`src/rtl/weight_tile_loader_pkg.sv`:
```
// Shared types for the weight tile loader: row/tile layouts at the default
// array geometry and the loader FSM state encoding.
package globals;

    localparam int DEF_SZI     = 8;
    localparam int DEF_SZJ     = 8;
    localparam int DEF_B_WIDTH = 8;

    typedef logic [DEF_SZJ*DEF_B_WIDTH-1:0] WeightRow;
    typedef WeightRow [DEF_SZI-1:0]          WeightTile;

    typedef enum logic [1:0] {
        IDLE,
        FILL,
        FULL
    } TileLoaderState;

endpackage

```
`src/rtl/weight_tile_loader_buf.sv`:
```
// Double-buffered tile storage: rows are written one at a time into the shadow
// copy, and a swap moves the whole shadow tile into the active copy at once.
module weight_tile_buf #(
    parameter int SZI     = 8,
    parameter int SZJ     = 8,
    parameter int B_WIDTH = 8,
    parameter int IDX_W   = (SZI > 1) ? $clog2(SZI) : 1
) (
    input  logic                         clk,
    input  logic                         reset,
    input  logic                         wr_en,
    input  logic [IDX_W-1:0]             wr_idx,
    input  logic [SZJ*B_WIDTH-1:0]       wr_data,
    input  logic                         swap,
    output logic [SZI*SZJ*B_WIDTH-1:0]   weights
);

    localparam int ROW_W = SZJ * B_WIDTH;

    logic [SZI-1:0][ROW_W-1:0] shadow;
    logic [SZI-1:0][ROW_W-1:0] active;

    // NOTE: both copies are reset because weights must read as zero after reset;
    // storage that is always overwritten before use would not need a reset.
    always_ff @(posedge clk) begin
        if (reset) begin
            shadow <= '0;
            active <= '0;
        end else begin
            if (wr_en) shadow[wr_idx] <= wr_data;
            if (swap)  active <= shadow;
        end
    end

    assign weights = active;

endmodule

```
`src/rtl/weight_tile_loader.sv`:
```
// Pops weight rows from the FIFO into a shadow tile and swaps complete tiles to
// the GEMM array. Optional stall statistics: WEIGHT_TILE_LOADER_STATS_EN.
module weight_tile_loader
    import globals::*;
#(
    parameter int SZI     = 8,
    parameter int SZJ     = 8,
    parameter int B_WIDTH = 8,
    parameter int CNT_W   = 32
) (
    input  logic                        clk,
    input  logic                        reset,
    input  logic                        start,
    input  logic [CNT_W-1:0]            total_tiles,
    input  logic [SZJ*B_WIDTH-1:0]      fifo_q,
    input  logic                        fifo_empty,
    output logic                        fifo_rdreq,
    input  logic                        swap_req,
    output logic                        swap_ack,
    output logic [SZI*SZJ*B_WIDTH-1:0]  weights,
    output logic                        active_valid,
    output logic                        shadow_ready,
    output logic                        loaded_all,
    output logic                        busy
`ifdef WEIGHT_TILE_LOADER_STATS_EN
    ,
    output logic [CNT_W-1:0]            stall_cycles,
    output logic [CNT_W-1:0]            fifo_starve_cycles
`endif
);

    localparam int RCNT_W = $clog2(SZI + 1);
    localparam int IDX_W  = (SZI > 1) ? $clog2(SZI) : 1;
    localparam logic [RCNT_W-1:0] ROWS_FULL = RCNT_W'(SZI);
    localparam logic [RCNT_W-1:0] ROW_LAST  = RCNT_W'(SZI - 1);

    TileLoaderState state, state_next;

    logic [RCNT_W-1:0] rows_issued;
    logic [RCNT_W-1:0] rows_captured;
    logic [CNT_W-1:0]  tiles_swapped;
    logic [CNT_W-1:0]  total_latched;
    logic              rdreq_d;
    logic              zero_run_q;
    logic              start_run;
    logic              capture;
    logic              last_tile;

    assign last_tile = (tiles_swapped + CNT_W'(1)) == total_latched;

    // NOTE: every signal driven here gets a default first so no path leaves it
    // unassigned, which would otherwise infer a latch.
    always_comb begin
        state_next = state;
        fifo_rdreq = 1'b0;
        swap_ack   = 1'b0;
        capture    = 1'b0;
        start_run  = 1'b0;
        case (state)
            IDLE: begin
                if (start && total_tiles != '0) begin
                    start_run  = 1'b1;
                    state_next = FILL;
                end
            end
            FILL: begin
                fifo_rdreq = !fifo_empty && (rows_issued < ROWS_FULL);
                capture    = rdreq_d;
                if (rdreq_d && rows_captured == ROW_LAST) state_next = FULL;
            end
            FULL: begin
                if (swap_req) begin
                    swap_ack   = 1'b1;
                    state_next = last_tile ? IDLE : FILL;
                end
            end
            default: state_next = IDLE;
        endcase
    end

    assign shadow_ready = (state == FULL);
    assign busy         = (state != IDLE);
    // A zero-tile run reports completion one cycle after its start pulse.
    assign loaded_all   = (swap_ack && last_tile) || zero_run_q;

    // NOTE: sequential state uses non-blocking assignments so every register
    // samples the pre-edge values of the others.
    always_ff @(posedge clk) begin
        if (reset) begin
            state         <= IDLE;
            rows_issued   <= '0;
            rows_captured <= '0;
            tiles_swapped <= '0;
            total_latched <= '0;
            rdreq_d       <= 1'b0;
            zero_run_q    <= 1'b0;
            active_valid  <= 1'b0;
        end else begin
            state      <= state_next;
            rdreq_d    <= fifo_rdreq;
            zero_run_q <= (state == IDLE) && start && (total_tiles == '0);
            if (start_run) begin
                rows_issued   <= '0;
                rows_captured <= '0;
                tiles_swapped <= '0;
                total_latched <= total_tiles;
                active_valid  <= 1'b0;
            end else if (swap_ack) begin
                rows_issued   <= '0;
                rows_captured <= '0;
                tiles_swapped <= tiles_swapped + CNT_W'(1);
                active_valid  <= 1'b1;
            end else begin
                if (fifo_rdreq) rows_issued   <= rows_issued + RCNT_W'(1);
                if (capture)    rows_captured <= rows_captured + RCNT_W'(1);
            end
        end
    end

    weight_tile_buf #(
        .SZI     (SZI),
        .SZJ     (SZJ),
        .B_WIDTH (B_WIDTH),
        .IDX_W   (IDX_W)
    ) u_buf (
        .clk     (clk),
        .reset   (reset),
        .wr_en   (capture),
        .wr_idx  (rows_captured[IDX_W-1:0]),
        .wr_data (fifo_q),
        .swap    (swap_ack),
        .weights (weights)
    );

`ifdef WEIGHT_TILE_LOADER_STATS_EN
    always_ff @(posedge clk) begin
        if (reset || start_run) begin
            stall_cycles       <= '0;
            fifo_starve_cycles <= '0;
        end else begin
            if (swap_req && !swap_ack)
                stall_cycles <= stall_cycles + CNT_W'(1);
            if (state == FILL && rows_issued < ROWS_FULL && fifo_empty)
                fifo_starve_cycles <= fifo_starve_cycles + CNT_W'(1);
        end
    end
`endif

endmodule
```
`config.mk`:
```
export PLATFORM = sky130hd
export DESIGN_NAME = weight_tile_loader
export DESIGN_NICKNAME = d
export VERILOG_FILES = /design/src/rtl/weight_tile_loader_pkg.sv /design/src/rtl/weight_tile_loader_buf.sv /design/src/rtl/weight_tile_loader.sv
export SDC_FILE = /design/constraint.sdc
export NUM_CORES = 2
export LEC_CHECK = 0
export BUFFER_PORTS_ARGS = -buffer_cell sky130_fd_sc_hd__clkbuf_2
export CORE_AREA = 2 2 300 302
export DETAILED_ROUTE_END_ITERATION = 6
export DIE_AREA = 0 0 302 304
export GPL_ROUTABILITY_DRIVEN = 1
export GPL_TIMING_DRIVEN = 0
export HOLD_SLACK_MARGIN = 0.05
export PLACE_DENSITY = 0.65
export SYNTH_ARGS = -nofsm -noshare
export SYNTH_HDL_FRONTEND = slang
export SYNTH_SLANG_ARGS = --single-unit
```
`constraint.sdc`:
```
create_clock -name clk -period 2.96 [get_ports clk]
set_input_delay 0.296 -clock clk [delete_from_list [all_inputs] [get_ports clk]]
set_output_delay 0.296 -clock clk [all_outputs]
set_load 0.02 [all_outputs]
```
# Word-level counts from Yosys, hierarchy flattened
# Index checks and enable logic that the tools add are counted.
[word_totals]
ff_bits = 1101
out_inout_bits = 518
elab_cells = 67
[op_classes]
add_sub_neg = 3
order_cmp = 3
n_eq_ne = 7
mux = 14
n_reduce_logical = 16
[op_table]
columns = ["op", "count"]
rows = [
  ["512-bit bitwise mux", 1],
  ["64-bit demux with 3-bit select", 1],
  ["64-bit 2-to-1 mux", 1],
  ["32-bit by 1-bit adder with 32-bit output, second input constant", 1],
  ["32-bit == test", 1],
  ["32-bit logical NOT", 1],
  ["32-bit nonzero test", 1],
  ["4-bit by 1-bit adder with 4-bit output, second input constant", 2],
  ["1-bit logical AND", 7],
  ["1-bit 2-to-1 mux", 7],
  ["2-bit 2-to-1 mux", 3],
  ["2-bit inequality test, second input constant", 3],
  ["2-bit case mux with 3 select lines", 1],
  ["4-bit by 3-bit == test with 1-bit output, second input constant", 1],
  ["3-bit by 4-bit < comparator with 1-bit output, second input constant", 1],
  ["4-bit < comparator, second input constant", 1],
  ["3-bit by 1-bit >= comparator with 1-bit output, second input constant", 1],
  ["3-bit AND reduction", 1],
  ["3-bit OR reduction", 1],
  ["2-bit by 1-bit == test with 1-bit output, second input constant", 1],
  ["2-bit == test, second input constant", 1],
  ["2-bit logical NOT", 1],
  ["2-bit nonzero test", 1],
  ["2-bit OR reduction", 1],
  ["2 further kinds", 2],
]

# Longest topological paths before layout
[depth]
word_depth = 5
depth_mapped = 10
ltp_nobuf = 9

# Cells and area by module
# Synthesis repeated with hierarchy kept, for this count alone.
[hier_totals]
hier_cells = 3973
hier_area_um2 = 42203.0
[modules_own_cells]
columns = ["module", "instances", "cells_each", "area_per_inst_um2", "seq_area_each_um2"]
rows = [
  ["weight_tile_buf", 1, 3448, 37796.2, 20499.7],
  ["weight_tile_loader", 1, 525, 4406.7, 1541.5],
]

# Worst setup path after synthesis
# Ideal clock, no wire load.
[synth_path]
path_kind = "reg-to-output"
from = "register tiles_swapped[0]"
to = "output port loaded_all"
arrival_time_ns = 2.557
required_ns = 2.664
setup_slack_ns = 0.107
path_stages_with_launch = 11
cell_sequence = "dfxtp_1 -> ha_1 -> nand4_1 -> nor4b_4 -> and2_0 -> clkbuf_2 -> a31oi_1 -> nor4_1 -> nand4_1 -> a2111oi_2 -> a21o_1"
[synth_via]
elab_chain_cells = 4
[synth_rtl]
columns = ["item", "line", "rtl"]
rows = [
  ["from (decl)", "weight_tile_loader.sv:41", "logic [CNT_W-1:0] tiles_swapped;"],
  ["from (signal assigned)", "weight_tile_loader.sv:111", "tiles_swapped <= tiles_swapped + CNT_W'(1);"],
  ["32-bit by 1-bit adder with 32-bit output", "weight_tile_loader.sv:49", "assign last_tile = (tiles_swapped + CNT_W'(1)) == total_latched;"],
  ["32-bit == test", "weight_tile_loader.sv:49", ""],
  ["1-bit logical AND", "weight_tile_loader.sv:84", "assign loaded_all = (swap_ack && last_tile) || zero_run_q;"],
  ["1-bit logical OR", "weight_tile_loader.sv:84", ""],
  ["to (decl)", "weight_tile_loader.sv:23", "output logic loaded_all,"],
]
# Every way passes these cells.

# Worst setup path after layout
[layout_path]
from = "register tiles_swapped[9]"
to = "output port loaded_all"
# Same word-level chain as after synthesis.

==> metrics.md <==
| Metric | Value |
|---|---|
| Clk buf depth | `3` |
| Setup crit end kind | `primary output` |
| Worst path cell trace | `buf_6, nand4_1, nor4_4, and4_1, buf_6, xnor2_2, a2111oi_2, nand4_1, a2111oi_4, a21o_1, clkbuf_8` |
| Worst Max-Slew Pin Slew | `1.55 ns` |
| Root Buffer | `clkbuf_16` |
| Worst hold margin | `0.389 ns` |
| Reg2reg path depth | `5` |
| Avg WL per Cell | `21.5 um` |
| Commonest non-fill, non-tap cell in the layout | `nand2_1` |
| Status | `finished with violations` |
| Aggregate global routing overflow | `0` |
| P_leak | `0.0177 uW` |
| DP HPWL | `109000 um` |
| Final Setup Violations | `1` |
| Unrepaired setup endpoints after global routing | `true` |
| Layout cells sized above 1 | `0.155` |
| PwrDens | `621 nW/um^2` |
| F_max | `264 MHz` |
| Final Hold Fails | `0` |
| All-Layer GR Usage | `0.320` |
| Worst setup path endpoint | `loaded_all` |
| DR pass1 iterations | `6` |
| Max-slew headroom | `-0.0358` |
| Die extent in y | `304 um` |
| Worst-Skew Late Latency | `0.71 ns` |
| Port Buffers | `553` |
| Period utilization | `1.28` |
| Yosys cell types | `65` |
| Total Power | `30500 uW` |
| First-pass GRT wire length | `219000 um` |
| Most frequent cells in the layout | `nand2_1 (2083), dfxtp_1 (1095), a21oi_1 (1040)` |
| Worst Path Arrival | `3.49 ns` |
| CP startpoint | `tiles_swapped[9]$_SDFFE_PP0P_` |
| CTS clk-pin slew, worst paths | `0.06 ns` |
| Syn. warnings | `0` |
| Layout area overhead | `24.2%` |
| Synth Instances | `5029` |
| Sequential fraction of the synthesis area | `0.557` |
| H-tree depth | `3` |
| Post-synth EDFFs | `0` |
| Area of the mapped netlist | `39600 sq um` |
| Nature of the critical path startpoint | `register` |
| Failing checks | `max-capacitance violations, max-slew violations, negative setup slack` |
| Net count after synthesis | `5133` |
| CP max stage delay | `0.49 ns` |
| Yosys reg bits | `1101` |
| Worst vdd ir | `0.486 mV` |
| CTS tree | `yes` |
| Initial antenna violation count | `4` |
| Max Cap Viol | `2` |
| Critical path class | `reg -> out` |
| Residual DRC count | `0` |
| Area of the die | `91800 sq um` |
| Placed Area | `43900 sq um` |
| Max-slew violations | `22` |
| Worst Hold Class | `in -> reg` |
| Skew final | `0.0307 ns` |
| IO Pins | `619` |
| Crit path required time | `2.66 ns` |
| Gpl congestion | `0.901` |
| R2R Path Start | `rows_captured[2]$_SDFFE_PP0P_` |
| Vias | `37400` |
| Initial Utilization | `0.444` |
| Min Tclk post-route | `3.79 ns` |
| Max FO, Critical Path | `9` |
| Row Count | `110` |
| Remaining antenna violation count | `0` |
| Vias in the first global route | `34500` |
| Core ar. | `89000 sq um` |
| Hold path startpoint | `total_tiles[15]` |
| Number of nets in the layout | `5932` |
| Final Worst Setup Slack | `-0.831 ns` |
| Num CTS Buffers | `113` |
| Die width | `302 um` |
| FF-to-FF setup slack | `0.01 ns` |
| Core Util, Final | `0.552` |
| Routed wire length | `153000 um` |
| 1st-iter DRT viols | `3250` |
| Syn Area/Cell | `7.87 sq um` |
| Via/cell ratio | `5.26` |
| Setup TNS | `-0.831 ns` |
| Number of fill cells in the layout | `8475` |
| Largest net degree at the start of global routing | `16` |
| Critical path's slowest cell | `a2111oi_4` |
| Design area | `49100 sq um` |
| R2R Path End | `u_buf.shadow[421]$_SDFFE_PP0P_` |
| Share of flip-flops with an asynchronous set or reset | `0` |
| Synth Flop Type | `dfxtp_1` |
| Clk sinks | `1101` |
power by group:
| group | switching, uW | total [uW] | internal (uW) |
|---|---|---|---|
| clock network | 6140 | 14600 | 8470 |
| registers | 35.5 | 14900 | 14900 |
| logic | 732 | 1030 | 303 |
flip-flops by register name (all words and copies together) (netlist names):
register,count
active_valid,1
state,2
rdreq_d,1
u_buf.weights,512
total_latched,32
tiles_swapped,32
rows_issued,4
rows_captured,4
u_buf.shadow,512
zero_run_q,1
routing by layer:
layer / routed length, um / part of all wire / GRT usage
met3: 14700 / 0.096 / 0.0910
met4: 7250 / 0.047 / 0.147
met5: 13 / 0.000085 / 0
met1: 60500 / 0.40 / 0.391
met2: 70600 / 0.46 / 0.521
cells in the mapped netlist (9+ instances only):
cell type  count  share of area
nand2_1     2084           0.20
dfxtp_1     1101           0.56
a21oi_1     1040           0.13
clkbuf_1     326          0.031
nor2_1        89         0.0084
buf_4         71          0.013
xor2_1        34         0.0075
mux2i_1       33         0.0084
xnor2_1       32         0.0071
buf_1         25         0.0024
nand3_1       25         0.0032
nand4_1       18         0.0028
nor4_1        14         0.0022
nor3_1        13         0.0016
buf_6         10         0.0028
inv_1          9        0.00085
timing repair:
| item | CTS | global route |
|---|---|---|
| resized for setup | 54 | 31 |
| buffers inserted | 15 | 17 |
| setup endpoints to repair | 511 | 416 |
| hold buffers | 100 | 0 |
| hold endpoints to repair | 548 | 0 |
| pin swaps | 21 | 9 |
cell families (layout without fill, tap and decap cells):
group,count (synthesis),in the layout,synth area share
simple gates,2301,2301,0.228
mux,33,33,0.00835
xor+xnor,66,66,0.0146
compound gates,1079,1079,0.139
fa+ha+maj,3,3,0.000949
flops,1101,1101,0.557
buf+inv,446,1338,0.0511
other cells,0,5,0
critical path, delay by kind of cell, from the launching register on:
kind            cells  cell delay (ns)
buf+inv             3             0.39
xor+xnor            1             0.07
compound gates      3             1.04
simple gates        4             0.96
flops               1             0.33
worst min-delay path by stage:
stage,cells after the start,endpoint
6_report,4,total_latched[15]$_SDFFE_PP0P_
5_1_grt,3,rdreq_d$_SDFF_PP0_
4_1_cts,4,total_latched[15]$_SDFFE_PP0P_
3_5_place_dp,2,u_buf.weights[216]$_SDFFE_PP0P_
3_3_place_gp,2,u_buf.weights[245]$_SDFFE_PP0P_
2_1_floorplan,1,rdreq_d$_SDFF_PP0_
metrics by stage:
step | setup slack (ns) | std cells
CTS | -0.719 | 7082
global placement | -1.15 | 6758
finish | -0.831 | 7102
detailed placement | -0.778 | 6761
global route | -0.929 | 7097
floorplan | 0.107 | 5029
final cells by class:
cell class / count / area, sq um / share of cell area
Clock buffer: 179 / 3440 / 0.0700
Clock inverter: 29 / 355 / 0.00723
Antenna cell: 5 / 12.5 / 0.000255
Buffer: 433 / 2040 / 0.0415
Tap cell: 1176 / 1470 / 0.0299
Inverter: 10 / 37.5 / 0.000764
Timing Repair Buffer: 687 / 4050 / 0.0825
Multi-Input combinational cell: 3482 / 15700 / 0.319
Sequential cell: 1101 / 22100 / 0.449
(Power assumes the default switching activity.)
